File: src/rtl/fetch_sequencer.sv
// Program counter and fetch controller for a small combinational instruction memory.
// Captures one instruction per cycle into an output slot handed to decode over valid/ready.
module fetch_sequencer #(
    parameter int unsigned ADDR_W   = 4,
    parameter int unsigned PROG_LEN = 13,
    parameter int unsigned CNT_W    = 8
) (
    input  logic              clk,
    input  logic              reset,
    input  logic              start,
    output logic [ADDR_W-1:0] PC_out,
    input  logic [31:0]       IR_in,
    output logic [31:0]       instr_out,
    output logic [ADDR_W-1:0] instr_pc,
    output logic              instr_valid,
    input  logic              instr_ready,
    input  logic              branch_taken,
    input  logic [ADDR_W-1:0] branch_target,
    output logic              busy,
    output logic              done,
    output logic [CNT_W-1:0]  fetch_count
);

    typedef enum logic [1:0] {
        S_IDLE  = 2'd0,
        S_RUN   = 2'd1,
        S_DRAIN = 2'd2,
        S_DONE  = 2'd3
    } state_t;

    localparam logic [ADDR_W-1:0] LAST_PC = ADDR_W'(PROG_LEN - 1);
    localparam logic [ADDR_W-1:0] END_PC  = ADDR_W'(PROG_LEN);

    state_t             state_q, state_d;
    logic [ADDR_W-1:0]  pc_q, pc_d;
    logic [31:0]        instr_q, instr_d;
    logic [ADDR_W-1:0]  instr_pc_q, instr_pc_d;
    logic               valid_q, valid_d;
    logic [CNT_W-1:0]   count_q, count_d;
    logic               busy_q, busy_d;
    logic               done_q, done_d;

    logic               handshake;
    logic               adv;

    assign handshake = valid_q && instr_ready;
    assign adv       = !valid_q || instr_ready;

    // Next-state and datapath; branch outranks the normal fetch/drain action.
    always_comb begin
        state_d    = state_q;
        pc_d       = pc_q;
        instr_d    = instr_q;
        instr_pc_d = instr_pc_q;
        valid_d    = valid_q;
        count_d    = count_q;

        if (handshake && (count_q != {CNT_W{1'b1}})) begin
            count_d = count_q + CNT_W'(1);
        end

        unique case (state_q)
            S_IDLE, S_DONE: begin
                if (start) begin
                    state_d = S_RUN;
                    pc_d    = '0;
                    count_d = '0;
                end
            end
            S_RUN, S_DRAIN: begin
                if (branch_taken) begin
                    valid_d = 1'b0;
                    pc_d    = branch_target;
                    state_d = (branch_target < END_PC) ? S_RUN : S_DONE;
                end else if (state_q == S_RUN) begin
                    if (adv) begin
                        instr_d    = IR_in;
                        instr_pc_d = pc_q;
                        valid_d    = 1'b1;
                        pc_d       = pc_q + ADDR_W'(1);
                        if (pc_q == LAST_PC) begin
                            state_d = S_DRAIN;
                        end
                    end
                end else if (!valid_q || instr_ready) begin
                    valid_d = 1'b0;
                    state_d = S_DONE;
                end
            end
            default: state_d = S_IDLE;
        endcase

        busy_d = (state_d == S_RUN) || (state_d == S_DRAIN);
        done_d = (state_d == S_DONE);
    end

    always_ff @(posedge clk) begin
        if (reset) begin
            state_q    <= S_IDLE;
            pc_q       <= '0;
            instr_q    <= '0;
            instr_pc_q <= '0;
            valid_q    <= 1'b0;
            count_q    <= '0;
            busy_q     <= 1'b0;
            done_q     <= 1'b0;
        end else begin
            state_q    <= state_d;
            pc_q       <= pc_d;
            instr_q    <= instr_d;
            instr_pc_q <= instr_pc_d;
            valid_q    <= valid_d;
            count_q    <= count_d;
            busy_q     <= busy_d;
            done_q     <= done_d;
        end
    end

    assign PC_out      = pc_q;
    assign instr_out   = instr_q;
    assign instr_pc    = instr_pc_q;
    assign instr_valid = valid_q;
    assign fetch_count = count_q;
    assign busy        = busy_q;
    assign done        = done_q;

endmodule

File: config.mk
export PLATFORM = sky130hd
export DESIGN_NAME = fetch_sequencer
export DESIGN_NICKNAME = d
export VERILOG_FILES = /design/src/rtl/fetch_sequencer.sv
export SDC_FILE = /design/constraint.sdc
export NUM_CORES = 1
export LEC_CHECK = 0
export CAP_MARGIN = 20
export CORE_ASPECT_RATIO = 1.1
export CORE_MARGIN = 2
export CORE_UTILIZATION = 39
export DETAILED_ROUTE_END_ITERATION = 8
export GPL_TIMING_DRIVEN = 0
export PLACE_DENSITY = 0.77
export SYNTH_ARGS = -nofsm -noshare
export SYNTH_HDL_FRONTEND = slang
export SYNTH_SLANG_ARGS = --single-unit
export TNS_END_PERCENT = 100
File: constraint.sdc
create_clock -name clk -period 2.61 [get_ports clk]
set_input_delay 0.783 -clock clk [delete_from_list [all_inputs] [get_ports clk]]
set_output_delay 0.783 -clock clk [all_outputs]
set_load 0.01 [all_outputs]
# Word level (Yosys, flattened, before mapping)
# Index checks and enable logic that the tools add are counted.
# word_totals
word_cells	55
out_inout_bits	51
regBits	53
inputBits	41
# op_classes
order_cmp	1
reduce_logical	12
n_addsub	2
mux	20
n_bitwise	1
n_eq_ne	11
# ops
operator	count
$mux W8	3
$mux W4	4
$mux W2	7
$add A8 B1 Y8 const B	1
$eq A2 B2 Y1 const B	4
$ne A8 B8 Y1 const B	1
$pmux W4 S2	1
$ne A3 B3 Y1 const B	2
$add A4 B1 Y4 const B	1
$eq A2 B1 Y1 const B	2
$eq A4 B4 Y1 const B	1
$lt A4 B4 Y1 const B	1
$mux W1	4
$pmux W2 S2	1
$reduce_and A4 Y1	1
$reduce_or A2 Y1	2
$reduce_and A3 Y1	1
$logic_and A1 B1 Y1	2
$logic_not A2 Y1	1
$logic_or A1 B1 Y1	2
$ne A2 B2 Y1 const B	1
$reduce_and A2 Y1	1
$reduce_bool A2 Y1	1
$logic_not A1 Y1	1
$not A1 Y1	1

# Logic depth before layout (Yosys ltp)
# Gate-level depths: netlist (run 1).
# depth
ltp_word	8
depth_mapped	8

# Worst setup path before layout (run 1)
# Ideal clock, no wire load.
# synth_path
path_kind	input to register
startpoint	input branch_taken
endpoint	register busy_q (netlist: busy)
arrival_ns	1.914
cell_stages	6
n_path_buf	2
setup_slack_ns	0.583
setup_time_ns	0.114
path_cell_list	buf_4 > buf_2 > nor4b_1 > nor2_1 > ha_1 > nor2b_1
# synth_via
elab_chain_len	4
elab_cells_between_ends	5
classes_between	eq/ne: 2; mux: 2; reduce/logical: 1
# synth_lines
element	line_no	rtl
from (decl)	17	input logic branch_taken,
$mux W2 (*)	71	if (branch_taken) begin
$pmux W2 S2 (*)	62	unique case (state_q)
via state_d[0]	34	state_t state_q, state_d;
$eq A2 B1 Y1 / $eq A2 B2 Y1 (equally long branches)	93	busy_d = (state_d == S_RUN) || (state_d == S_DRAIN);
$logic_or A1 B1 Y1 (*)	93	
via busy_d	40	logic busy_q, busy_d;
to (signal assigned)	114	busy_q <= busy_d;
to (decl)	40	
# The timed path passes the listed nets; every way through them passes the cells marked *.
# A chain may end at the register's enable or synchronous reset.

# Worst setup path after layout (run 1)
# layout_path
startpoint	input instr_ready
endpoint	register busy_q (netlist: busy)
# layout_via
elab_chain_len	7
elab_cells_between_ends	9
classes_between	eq/ne: 2; mux: 5; reduce/logical: 2
# layout_lines
element	line_no	rtl
from (decl)	16	input logic instr_ready,
$logic_or A1 B1 Y1 (*)	47, 85	
$mux W2, on equally long branches	85, 76	
$mux W2 (*)	75	end else if (state_q == S_RUN) begin
$mux W2 (*)	71	
$pmux W2 S2 (*)	62	
via state_d[0]	34	
$eq A2 B1 Y1 / $eq A2 B2 Y1 (equally long branches)	93	
$logic_or A1 B1 Y1 (*)	93	
via busy_d	40	
# Marked as above.

==> results.sh, run 1 <==
export IMPL_synth_compound_area_share_pct=19.53
export IMPL_pwr_share_clk_pct=23.5
export IMPL_async_flop_share_pct=0
export IMPL_gr_total_overflow=0
export IMPL_yosys_top_cells_count="57 x nand2_1, 53 x dfxtp_1, 25 x a21oi_1"
export IMPL_num_antenna_cells=0
export IMPL_dp_cells=434
export IMPL_syn_area_um2=2371
export IMPL_worst_path_max_delay_cell="clkdlybuf4s50_1"
export IMPL_hold_class="reg2reg"
export IMPL_timing_rr_start="state_q[1]$_SDFF_PP0_"
export IMPL_ys_seq_area_share_pct=44.75
export IMPL_synth_top_family_by_area="simple AND/OR/NAND/NOR gates"
export IMPL_drv_cap=0
export IMPL_cts_buffers=5
export IMPL_maxSlewHeadroom_pct=59.35
export IMPL_cp_common_cell="nor2b_1"
export IMPL_worstPathRequired_ns=2.81
export IMPL_max_stage_delay_ns=0.55
export IMPL_die_w_um=78.34
export IMPL_power_frac_comb_pct=29.8
export IMPL_dr_pass1_iters=4
export IMPL_grt_antenna_before_repair=0
export IMPL_holdBufCountCts=0
export IMPL_cts_tree="done"
export IMPL_hpwlAfterDp_um=4229
export IMPL_reg2reg_depth=7
export IMPL_cts_setup_buffers=0
export IMPL_synth_seq_cells=53
export IMPL_p_sw_uw=582.1
export IMPL_rsz0062_at_grt="no"
export IMPL_leakagePower_nw=1.158
export IMPL_synth_largest_area_cell="dfxtp_1"
export IMPL_setup_violations_final=0
export IMPL_grt_max_degree=16
export IMPL_critPathKind="in2reg"
export IMPL_worst_slew_pin_transition_ns=0.6097
export IMPL_min_from="instr_out[16]$_SDFFE_PP0P_"
export IMPL_nets=411
export IMPL_seq_area_um2=1061
export IMPL_grt_pass1_vias=2050
export IMPL_area_growth_syn_to_layout_pct=45.44
export IMPL_grt_usage_pct=17.18
export IMPL_syn_inst=268
export IMPL_period_share_pct=91.30
export IMPL_finalWeightedCongestion=0.8640
export IMPL_synthAdderAreaFrac_pct=3.166
export IMPL_cts_sinks=53
export IMPL_h_tree_depth=2
export IMPL_final_hold_viol_count=0
export IMPL_row_count=29
export IMPL_vias_per_cell=4.925
export IMPL_fin_crit_ns=2.383
export IMPL_setup_tns_final_ns=0
export IMPL_wl_per_cell_um=12.76
export IMPL_instances_no_fill=441
export IMPL_cts_root_buffer="clkbuf_8"
export IMPL_path_buf_inv=2
export IMPL_crit_fanout=9
export IMPL_outcome="finished clean"
export IMPL_synth_yosys_warnings=0
export IMPL_drt_total_wl_um=5625
export IMPL_finalPower_mw=1.979
export IMPL_avgSynthCellArea_um2=8.847
export IMPL_mappedNetlistNets=315
export IMPL_initial_core_util_pct=40.84
export IMPL_ant_nets=0
export IMPL_rrSetupSlack_ns=0.57
export IMPL_portBuffers=89
export IMPL_fin_skew_ns=0.01142
export IMPL_muxShareOfSynthArea_pct=1.266
export IMPL_synth_simple_area_share_pct=24.64
export IMPL_core_um2=5806
export IMPL_rr_endpoint="busy$_SDFF_PP0_"
export IMPL_synth_top_area_share_pct=44.75
export IMPL_cts_resized=0
export IMPL_fin_area_um2=3448
export IMPL_crit_chain="clkdlybuf4s50_1, nor2b_1, buf_6, o21ai_0, nor4b_1, nor2_1, ha_1, nor2b_1"
export IMPL_n_fill_cell=542
export IMPL_synth_xor_area_share_pct=1.478
export IMPL_endpoint_kind="flip-flop"
export IMPL_design_die_area_um2=6720
export IMPL_clk_latency_ns=0.31
export IMPL_slew_viol_final=0
export IMPL_arrival_ns=2.58
export IMPL_yosysMostFrequentCell="nand2_1"
export IMPL_grt_pass1_wl_um=9308
export IMPL_drt_iter0_drc=115
export IMPL_multiInputGateArea_um2=1187
export IMPL_ys_top_cells_by_area="dfxtp_1 45%, nand2_1 9.0%, a21oi_2 7.4%"
export IMPL_p_per_area_nw_per_um2=573.8
export IMPL_synth_edf_count=0
export IMPL_clk_pin_slew_worst_paths_ns=0.09
export IMPL_start_kind="primary input"
export IMPL_max_freq_ghz=0.4196
export IMPL_worst_ir_drop_vdd_mv=0.2533
export IMPL_top_level_ports=92
export IMPL_drive_above_1_share_pct=16.21
export IMPL_p_sw_share_pct=29.42
export IMPL_place_area_um2=3358
export IMPL_p_int_mw=1.397
export IMPL_drc=0
export IMPL_synth_cell_types=44
export IMPL_holdPathEnd="instr_out[16]$_SDFFE_PP0P_"
export IMPL_vias=2172
export IMPL_ys_flop_type="dfxtp_1"
export IMPL_cts_max_path_buffers=2
export IMPL_die_h_um=85.78
export IMPL_critical_path_top_delay_family="buffers and inverters"
export IMPL_holdPathStages=2
export IMPL_hold_ws_ns=0.4580
export IMPL_seqPwrFrac_pct=46.7
==> sequential cells by signal, summed over array words and instances, names as in the netlist <==
register / cells
instr_valid: 1
busy: 1
state_q: 2
done: 1
instr_pc: 4
instr_out: 32
PC_out: 4
fetch_count: 8
==> how the worst max path moves through the flow <==
| stage | start | end | cells after the start |
|---|---|---|---|
| 3_5_place_dp | instr_ready | busy$_SDFF_PP0_ | 8 |
| 5_1_grt | instr_ready | busy$_SDFF_PP0_ | 8 |
| 3_3_place_gp | instr_ready | busy$_SDFF_PP0_ | 8 |
| 4_1_cts | instr_ready | busy$_SDFF_PP0_ | 8 |
| 2_1_floorplan | branch_taken | busy$_SDFF_PP0_ | 6 |
| 6_report | instr_ready | busy$_SDFF_PP0_ | 8 |
==> kinds of logic after synthesis <==
logic type                 count (synthesis)
buffers and inverters                     18
and+or+nand+nor                          118
AOI/OAI and AO/OA                         66
DFF                                       53
xor gates and xnor gates                   4
muxes                                      3
adders and majority gates                  6
==> worst min-delay path: cells and delay by family (launching register included) <==
kind            cells  cell delay, ns
flops               1            0.32
simple gates        1            0.05
compound gates      1            0.05
==> final cells by class <==
type | count | area share [%]
Buffer | 15 | 3.229
Inverter | 3 | 0.3266
Tap cell | 77 | 2.794
Timing Repair Buffer | 89 | 25.83
Sequential cell | 53 | 30.77
Clock buffer | 6 | 2.395
Clock inverter | 1 | 0.2177
Multi-Input combinational cell | 197 | 34.43
==> routing by layer <==
layer  track usage, %  vias up  routed length [µm]
met5                0        -                   0
met4            5.742        0                  76
met3            3.158        7                 244
met2            30.09       61                2818
met1            21.30     1001                2486
li1                 -     1103                   -
==> metrics by stage <==
step	setup WS (ns)	utilization, %
6_report	0.2270	59.40
5_1_grt	0.1117	59.40
4_1_cts	0.2133	59.40
3_5_place_dp	-0.09201	57.84
3_3_place_gp	-0.03434	57.84
2_1_floorplan	0.5828	-
==> power groups by stage <==
stage	Combinational, mW	Clock (mW)	Sequential, mW
2_1_floorplan	0.307	0	0.969
3_3_place_gp	0.581	0	0.942
3_5_place_dp	0.593	0	0.944
4_1_cts	0.596	0.479	0.925
5_1_grt	0.642	0.513	0.934
6_report	0.589	0.466	0.924
==> placed cells by master (no fill, tap or decap), types with 2 or more instances in the layout <==
master	count
a21oi_1	25
a21oi_2	20
buf_6	6
clkbuf_1	6
clkbuf_8	6
clkdlybuf4s50_1	89
dfxtp_1	53
ha_1	6
inv_1	3
mux2i_1	3
nand2_1	57
nand2_2	20
nand3_1	3
nand4_1	3
nor2_1	14
nor2b_1	4
nor3_1	3
nor3b_1	2
o21ai_0	7
o31ai_1	2
o32a_1	2
or3_1	2
or4_1	2
xnor2_1	3
No activity file was read; power rests on OpenSTA's default activity.
==> run 2: changes to the inputs <==
--- a/config.mk
+++ b/config.mk
@@ -9,6 +9,7 @@
 export CORE_ASPECT_RATIO = 1.1
 export CORE_MARGIN = 2
 export CORE_UTILIZATION = 39
+export CTS_CLUSTER_SIZE = 14
 export DETAILED_ROUTE_END_ITERATION = 8
 export GPL_TIMING_DRIVEN = 0
 export PLACE_DENSITY = 0.77
==> results of run 2 <==
No change in the layout: final DEF, timing and power equal those of run 1.
==> run 3: changes to the inputs <==
--- a/config.mk
+++ b/config.mk
@@ -8,11 +8,11 @@
 export CAP_MARGIN = 20
 export CORE_ASPECT_RATIO = 1.1
 export CORE_MARGIN = 2
-export CORE_UTILIZATION = 39
+export CORE_UTILIZATION = 43
 export CTS_CLUSTER_SIZE = 14
 export DETAILED_ROUTE_END_ITERATION = 8
 export GPL_TIMING_DRIVEN = 0
-export PLACE_DENSITY = 0.77
+export PLACE_DENSITY = 0.83
 export SYNTH_ARGS = -nofsm -noshare
 export SYNTH_HDL_FRONTEND = slang
 export SYNTH_SLANG_ARGS = --single-unit
==> run 3 against run 2 <==
Combinational power about the same. Final area is 0.69% higher. Setup slack better by 0.047 ns. Die area decreased by 8.9%. Power grew 5.5%. Wire length fell by 0.41%. Largest cell class unchanged. Global-route usage grew 2.3 points. Worst hold slack got worse by 0.0023 ns. Sequential share of layout area fell by 0.21 points. Fmax rose by 2.0%. Non-clock buffer count unchanged. Clock skew shrank 0.0030 ns.
==> results.sh, run 3 (synthesis results as in run 1) <==
export IMPL_final_cell_mix="89 x clkdlybuf4s50_1, 57 x nand2_1, 53 x dfxtp_1, 25 x a21oi_1"
export IMPL_core_um2=5360
export IMPL_max_stage_delay_ns=0.55
export IMPL_arrival_ns=2.54
export IMPL_instances_no_fill=440
export IMPL_cts_tree="done"
export IMPL_grt_usage_pct=19.48
export IMPL_cts_max_path_buffers=2
export IMPL_area_growth_syn_to_layout_pct=46.44
export IMPL_grt_pass1_vias=2099
export IMPL_hold_class="reg2reg"
export IMPL_cts_sinks=53
export IMPL_ant_nets=0
export IMPL_cp_num_cells=8
export IMPL_design_die_area_um2=6125
export IMPL_max_freq_ghz=0.4281
export IMPL_holdPathStages=2
export IMPL_cts_buffers=5
export IMPL_vias_per_cell=4.982
export IMPL_h_tree_depth=2
export IMPL_cts_resized=0
export IMPL_n_fill_cell=467
export IMPL_portBuffers=89
export IMPL_rsz0062_at_grt="no"
export IMPL_worst_path_max_delay_cell="clkdlybuf4s50_1"
export IMPL_reg2reg_depth=7
export IMPL_setup_violations_final=0
export IMPL_die_h_um=81.88
export IMPL_worstPathRequired_ns=2.81
export IMPL_wl_per_cell_um=12.73
export IMPL_vias=2192
export IMPL_slew_viol_final=0
export IMPL_final_common_cell="clkdlybuf4s50_1"
export IMPL_cp_common_cell="nor2b_1"
export IMPL_p_per_area_nw_per_um2=601.0
export IMPL_p_sw_share_pct=28.17
export IMPL_period_share_pct=89.50
export IMPL_grt_pass1_wl_um=9259
export IMPL_largest_reg_flops=32
export IMPL_grt_max_degree=16
export IMPL_clk_pin_slew_worst_paths_ns=0.08
export IMPL_nets=411
export IMPL_maxSlewHeadroom_pct=58.56
export IMPL_drc=0
export IMPL_seqPwrFrac_pct=44.4
export IMPL_crit_chain="clkdlybuf4s50_1, nor2b_1, buf_6, o21ai_0, nor4b_1, nor2_1, ha_1, nor2b_1"
export IMPL_start_kind="primary input"
export IMPL_drt_iter0_drc=68
export IMPL_dp_cells=432
export IMPL_grt_antenna_before_repair=0
export IMPL_worst_ir_drop_vdd_mv=0.3031
export IMPL_finalPower_mw=2.087
export IMPL_fin_skew_ns=0.008449
export IMPL_dr_pass1_iters=4
export IMPL_initial_core_util_pct=44.23
export IMPL_final_hold_viol_count=0
export IMPL_power_frac_comb_pct=28.2
export IMPL_hpwlAfterDp_um=4172
export IMPL_endpoint_kind="flip-flop"
export IMPL_path_buf_inv=2
export IMPL_cts_setup_buffers=0
export IMPL_critPathKind="in2reg"
export IMPL_gr_total_overflow=0
export IMPL_drt_total_wl_um=5602
export IMPL_crit_fanout=9
export IMPL_top_level_ports=92
export IMPL_num_antenna_cells=0
export IMPL_outcome="finished clean"
export IMPL_fin_crit_ns=2.336
export IMPL_drv_cap=0
export IMPL_hold_ws_ns=0.4557
export IMPL_worst_slew_pin_transition_ns=0.6216
export IMPL_holdBufCountCts=0
export IMPL_die_w_um=74.80
export IMPL_cts_root_buffer="clkbuf_8"
export IMPL_p_int_mw=1.499
export IMPL_drive_above_1_share_pct=16.16
export IMPL_pwr_share_clk_pct=27.4
export IMPL_p_sw_uw=587.8
export IMPL_finalWeightedCongestion=0.8842
export IMPL_critical_path_top_delay_family="buffers and inverters"
export IMPL_clk_latency_ns=0.31
export IMPL_leakagePower_nw=1.173
export IMPL_row_count=28
## run 3: changes by cell type in the layout (fill, tap and decap cells not counted), sizes merged
cell,previous run,this run
clkinvlp,1,0
clkbuf,12,13
bufinv,0,1
## run 3: power by group through the flow
| stage | sequential (mW) | combinational [mW] | clock, mW |
|---|---|---|---|
| detailed placement | 0.945 | 0.590 | 0 |
| finish | 0.926 | 0.589 | 0.571 |
| global route | 0.935 | 0.653 | 0.619 |
| floorplan | 0.969 | 0.307 | 0 |
| CTS | 0.926 | 0.595 | 0.589 |
| global placement | 0.943 | 0.582 | 0 |
## run 3: through the flow
step,TNS [ns],utilization (%),worst slack [ns],cell area [µm²]
finish,0,64.78,0.2740,3472
global route,0,64.78,0.09007,3472
CTS,0,64.78,0.2625,3472
detailed placement,-0.06218,62.61,-0.06218,3356
global placement,-0.02403,62.61,-0.02403,3356
floorplan,0,-,0.5828,2371
## run 3: worst register-to-register path: stages, from the launching register on
cell,delay (ns)
dfxtp_1,0.35
inv_1,0.07
ha_1,0.32
clkbuf_1,0.24
nor4b_1,0.44
nor2_1,0.10
ha_1,0.29
nor2b_1,0.12
## run 3: area by class of cell
type,count,area (µm²),share of cell area (%)
multi-input cells,197,1187,34.20
flip-flops and latches,53,1061,30.56
clock buffers,7,86.33,2.486
repair buffers,89,890.9,25.66
inverters,3,11.26,0.3243
clock inverters,1,30.03,0.8649
well taps,75,93.84,2.703
plain buffers,15,111.4,3.207
## run 3: worst paths after layout
path	end	startpoint	slack (ns)
max	busy$_SDFF_PP0_	instr_ready	0.27
min	instr_out[18]$_SDFFE_PP0P_	instr_out[18]$_SDFFE_PP0P_	0.46
min reg2reg	instr_out[18]$_SDFFE_PP0P_	instr_out[18]$_SDFFE_PP0P_	0.46
max reg2reg	busy$_SDFF_PP0_	state_q[1]$_SDFF_PP0_	0.58
## run 3: per-layer routing
layer / vias up / GRT usage, % / wire length [µm]
met5: - / 0 / 0
met4: 0 / 7.500 / 121
met3: 13 / 4.785 / 375
met2: 72 / 33.27 / 2773
met1: 1006 / 23.41 / 2331
li1: 1101 / - / -
==> edit 1 (flow settings as in run 1) <==
Encoding of `state_t`: now Gray code (2 bits for 4 states).
--- a/src/rtl/fetch_sequencer.sv
+++ b/src/rtl/fetch_sequencer.sv
@@ -23,8 +23,8 @@
 
     typedef enum logic [1:0] {
-        S_IDLE  = 2'd0,
-        S_RUN   = 2'd1,
-        S_DRAIN = 2'd2,
-        S_DONE  = 2'd3
+        S_IDLE  = 2'b00,
+        S_RUN   = 2'b01,
+        S_DRAIN = 2'b11,
+        S_DONE  = 2'b10
     } state_t;
 
Function: no difference found for any inputs over 10 cycles, from zero or initial values and one cycle with reset high; not proved beyond that.
==> edit 1 against run 1 <==
  * Sequential cell count shrank 1
  * Global-route usage shrank 0.13 points
  * Area after synthesis shrank 9.7%
  * Setup slack gained 230 ps
  * Non-clock buffer count is the same
  * Final area shrank 5.4%
  * Routed wire length shrank 5.0%
  * Utilization grew 1.9 points
Power is not compared: it rests on default switching activity, and its combinational part moved more than twofold at a synthesized area within 25%.
==> edit 1: results (changes against run 1) <==
- R2R Path End: fetch_count[3]$_SDFF_PP0_
- Min-Delay Startpoint: instr_out[6]$_SDFFE_PP0P_
- Number of nets in the finished design: 399 (-2.9%)
- Top cells by instance count after synthesis: sky130_fd_sc_hd__nand2_1, sky130_fd_sc_hd__dfxtp_1, sky130_fd_sc_hd__a21oi_1
- Mapped Nets: 302 (-4.1%)
- Cell with the largest stage delay on the worst path: sky130_fd_sc_hd__clkdlybuf4s50_1
- Critical path fanouts, max: 7 (-2)
- Detailed-route via count: 2,088 (-3.9%)
- Part of the Yosys area used for sequential elements: 48.60% (+3.8 points)
- Slowest cell delay on critical path: 610 ps (+60 ps)
- GR Layer Usage met2: 28.14% (-2.0 points)
- Headroom to the max-slew limit: 65.08% (+5.7 points)
- GR Layer Usage met1: 22.05% (+0.75 points)
- Worst clock skew: 3.545 ps (-7.871 ps)
- Share of layout cells above drive strength 1: 6.742% (-9.5 points)
- Placed wire-length estimate after detailed placement: 4.024 mm (-4.9%)
- Quantity of I/O buffers inserted on ports: 90 (+1.1%)
- Placer's final routability congestion estimate: 0.8529 (-1.3%)
- Wire length on met2: 2.613 mm (-7.3%)
- Total routing usage reported by global routing: 17.06% (-0.13 points)
- Met1 Routed Length: 2.343 mm (-5.8%)
- Status: finished clean
- Register-to-register setup slack: 1090 ps (+520 ps)
- Data arrival time at the worst-slack endpoint: 1370 ps (-1210 ps)
- Global-route wire length before repair: 8.204 mm (-12%)
- Worst reg2reg startpoint: fetch_count[0]$_SDFF_PP0_
- Register-to-Register Path Depth: 5 (-2)
- Wire length after detailed routing: 5.346 mm (-5.0%)
- Ranking of synthesized cells by area: sky130_fd_sc_hd__dfxtp_1, sky130_fd_sc_hd__nand2_1, sky130_fd_sc_hd__a21oi_1, sky130_fd_sc_hd__buf_6, sky130_fd_sc_hd__nand3_1
- Number of global-route vias before repair: 1,821 (-11%)
edit 1: kinds of logic (layout without fill, tap and decap cells):
logic type	count (synthesis)	after routing	share of synthesized area, %
adder cells (fa/ha/maj)	3	3	1.753
XOR/XNOR	2	2	0.8179
AND/OR/NAND/NOR	121	121	26.11
AO/OA/AOI/OAI	63	63	16.71
buffers and inverters	16	114	5.549
flip-flops	52	52	48.60
multiplexers	1	1	0.4673
edit 1: per-stage QoR:
stage / std cells / total power, W / hold slack, ps / setup slack [ps] / util (%)
after global routing: 431 / 0.001768 / 471.9 / 328.5 / 61.28
after floorplan: 258 / 0.0009765 / 480.5 / 851.7 / -
after global placement: 423 / 0.001117 / 440.5 / 204.2 / 58.91
after CTS: 431 / 0.001711 / 458.3 / 453.8 / 61.28
after detailed placement: 423 / 0.001121 / 445.3 / 157.0 / 58.91
final: 431 / 0.001692 / 454.4 / 454.9 / 61.28
edit 1: cell type report:
cell class | instances | area, um2
clock inverters | 1 | 30.03
inverters | 2 | 7.507
well taps | 75 | 93.84
plain buffers | 14 | 111.4
flip-flops and latches | 52 | 1041
multi-input cells | 190 | 982.2
clock buffers | 7 | 96.34
fillers | 509 | 2062
repair buffers | 90 | 900.9
edit 1: worst max-delay path by stage:
stage	start	endpoint	depth (start not counted)
global placement	instr_ready	instr_pc[1]$_SDFFE_PP0P_	6
global route	instr_ready	instr_pc[0]$_SDFFE_PP0P_	6
floorplan	reset	fetch_count[3]$_SDFF_PP0_	4
finish	PC_out[2]$_SDFFE_PP0P_	PC_out[2]	1
CTS	PC_out[2]$_SDFFE_PP0P_	PC_out[2]	1
detailed placement	instr_ready	instr_out[13]$_SDFFE_PP0P_	6
edit 1: tightest hold or removal path, delay by kind of cell, from the launching register on:
family	cells	cell delay (ps)
flops	1	320
simple gates	1	50
compound gates	1	50
==> edit 2 (flow settings as in run 1) <==
Made on the original files. The parameter `PROG_LEN` goes from 13 to 8.
--- a/src/rtl/fetch_sequencer.sv
+++ b/src/rtl/fetch_sequencer.sv
@@ -3,5 +3,5 @@
 module fetch_sequencer #(
     parameter int unsigned ADDR_W   = 4,
-    parameter int unsigned PROG_LEN = 13,
+    parameter int unsigned PROG_LEN = 8,
     parameter int unsigned CNT_W    = 8
 ) (
Formal check against the unedited RTL: not equivalent (Yosys sat finds a counterexample within 4 cycles, from zero or initial values and one cycle with reset high).
==> edit 2 against run 1 <==
  * Synthesized cell count is 1.5% lower
  * Sequential cell count stayed put
  * Setup slack better by 150 ps
  * First-iteration DRC count is 53% lower
  * Power is 2.2% lower
  * Routed wire length is 2.4% lower
  * Final area is 2.1% lower
  * Area after synthesis is 2.8% lower
  * Clock skew is 4.9 ps lower
  * Critical path type unchanged
==> edit 2: results (changes against run 1) <==
- Placement-stage cell area: 3291 um2 (-2.0%)
- Cell count after placement: 430 (-0.92%)
- Final-layout worst hold slack: 458.1 ps (+0.1620 ps)
- Count of cell types in the netlist: 45 (+2.3%)
- Min-Delay Startpoint: instr_out[10]$_SDFFE_PP0P_
- Number of global-route vias before repair: 2,048 (-0.098%)
- Detailed-route via count: 2,124 (-2.2%)
- Critical path fanouts, max: 6 (-3)
- Wire length after detailed routing: 5.488 mm (-2.4%)
- Layout inverter count without the clock tree: 6 (+3)
- Final non-filler cell area: 3377 um2 (-2.1%)
- Number of nets in the finished design: 406 (-1.2%)
- Placed wire-length estimate after detailed placement: 4.136 mm (-2.2%)
- GRT met3 Usage: 4.731% (+1.6 points)
- Worst vdd ir: 0.2260 mV (-11%)
- Wire length on met2: 2.715 mm (-3.7%)
- Number of multi-input logic gates: 191 (-3.0%)
- Ranking of synthesized cells by area: sky130_fd_sc_hd__dfxtp_1, sky130_fd_sc_hd__nand2_1, sky130_fd_sc_hd__a21oi_2, sky130_fd_sc_hd__a21oi_1, sky130_fd_sc_hd__ha_1
- Status: finished clean
- Fraction of area in registers: 31.42% (+0.65 points)
- Max frequency: 447.4 MHz (+6.6%)
- Placer's final routability congestion estimate: 0.8175 (-5.4%)
- WL met3: 232 um (-4.9%)
- Register-to-Register Path Depth: 8 (+1)
- Share of layout cells above drive strength 1: 13.61% (-2.6 points)
- Part of the Yosys area used for sequential elements: 46.06% (+1.3 points)
- Core ar.: 5733 um2 (-1.3%)
==> edit 2: cell count changes in the layout (fill, tap and decap cells not counted), sizes merged, moves of 3 or more <==
cell / run 1 / this run
inv: 3 / 6
nand2: 77 / 80
nor3b: 3 / 0
o21ai: 8 / 5
xnor2: 3 / 0
==> edit 2: power groups by stage <==
stage / registers (W) / logic (W) / clock network, W
6_report: 0.000921 / 0.000559 / 0.000456
5_1_grt: 0.000931 / 0.000614 / 0.000515
4_1_cts: 0.000922 / 0.000565 / 0.000479
2_1_floorplan: 0.000965 / 0.000290 / 0
3_3_place_gp: 0.000938 / 0.000559 / 0
3_5_place_dp: 0.000941 / 0.000562 / 0
==> edit 2: kinds of logic (layout without fill, tap and decap cells) <==
logic type                 count (synthesis)  in the layout  synth area share (%)
AOI/OAI and AO/OA                         67             67                 21.51
DFF                                       53             53                 46.06
adders and majority gates                  5              5                 2.716
and+or+nand+nor                          114            114                 21.94
xor gates and xnor gates                   3              3                 1.141
buffers and inverters                     20            116                 5.757
muxes                                      2              2                0.8691
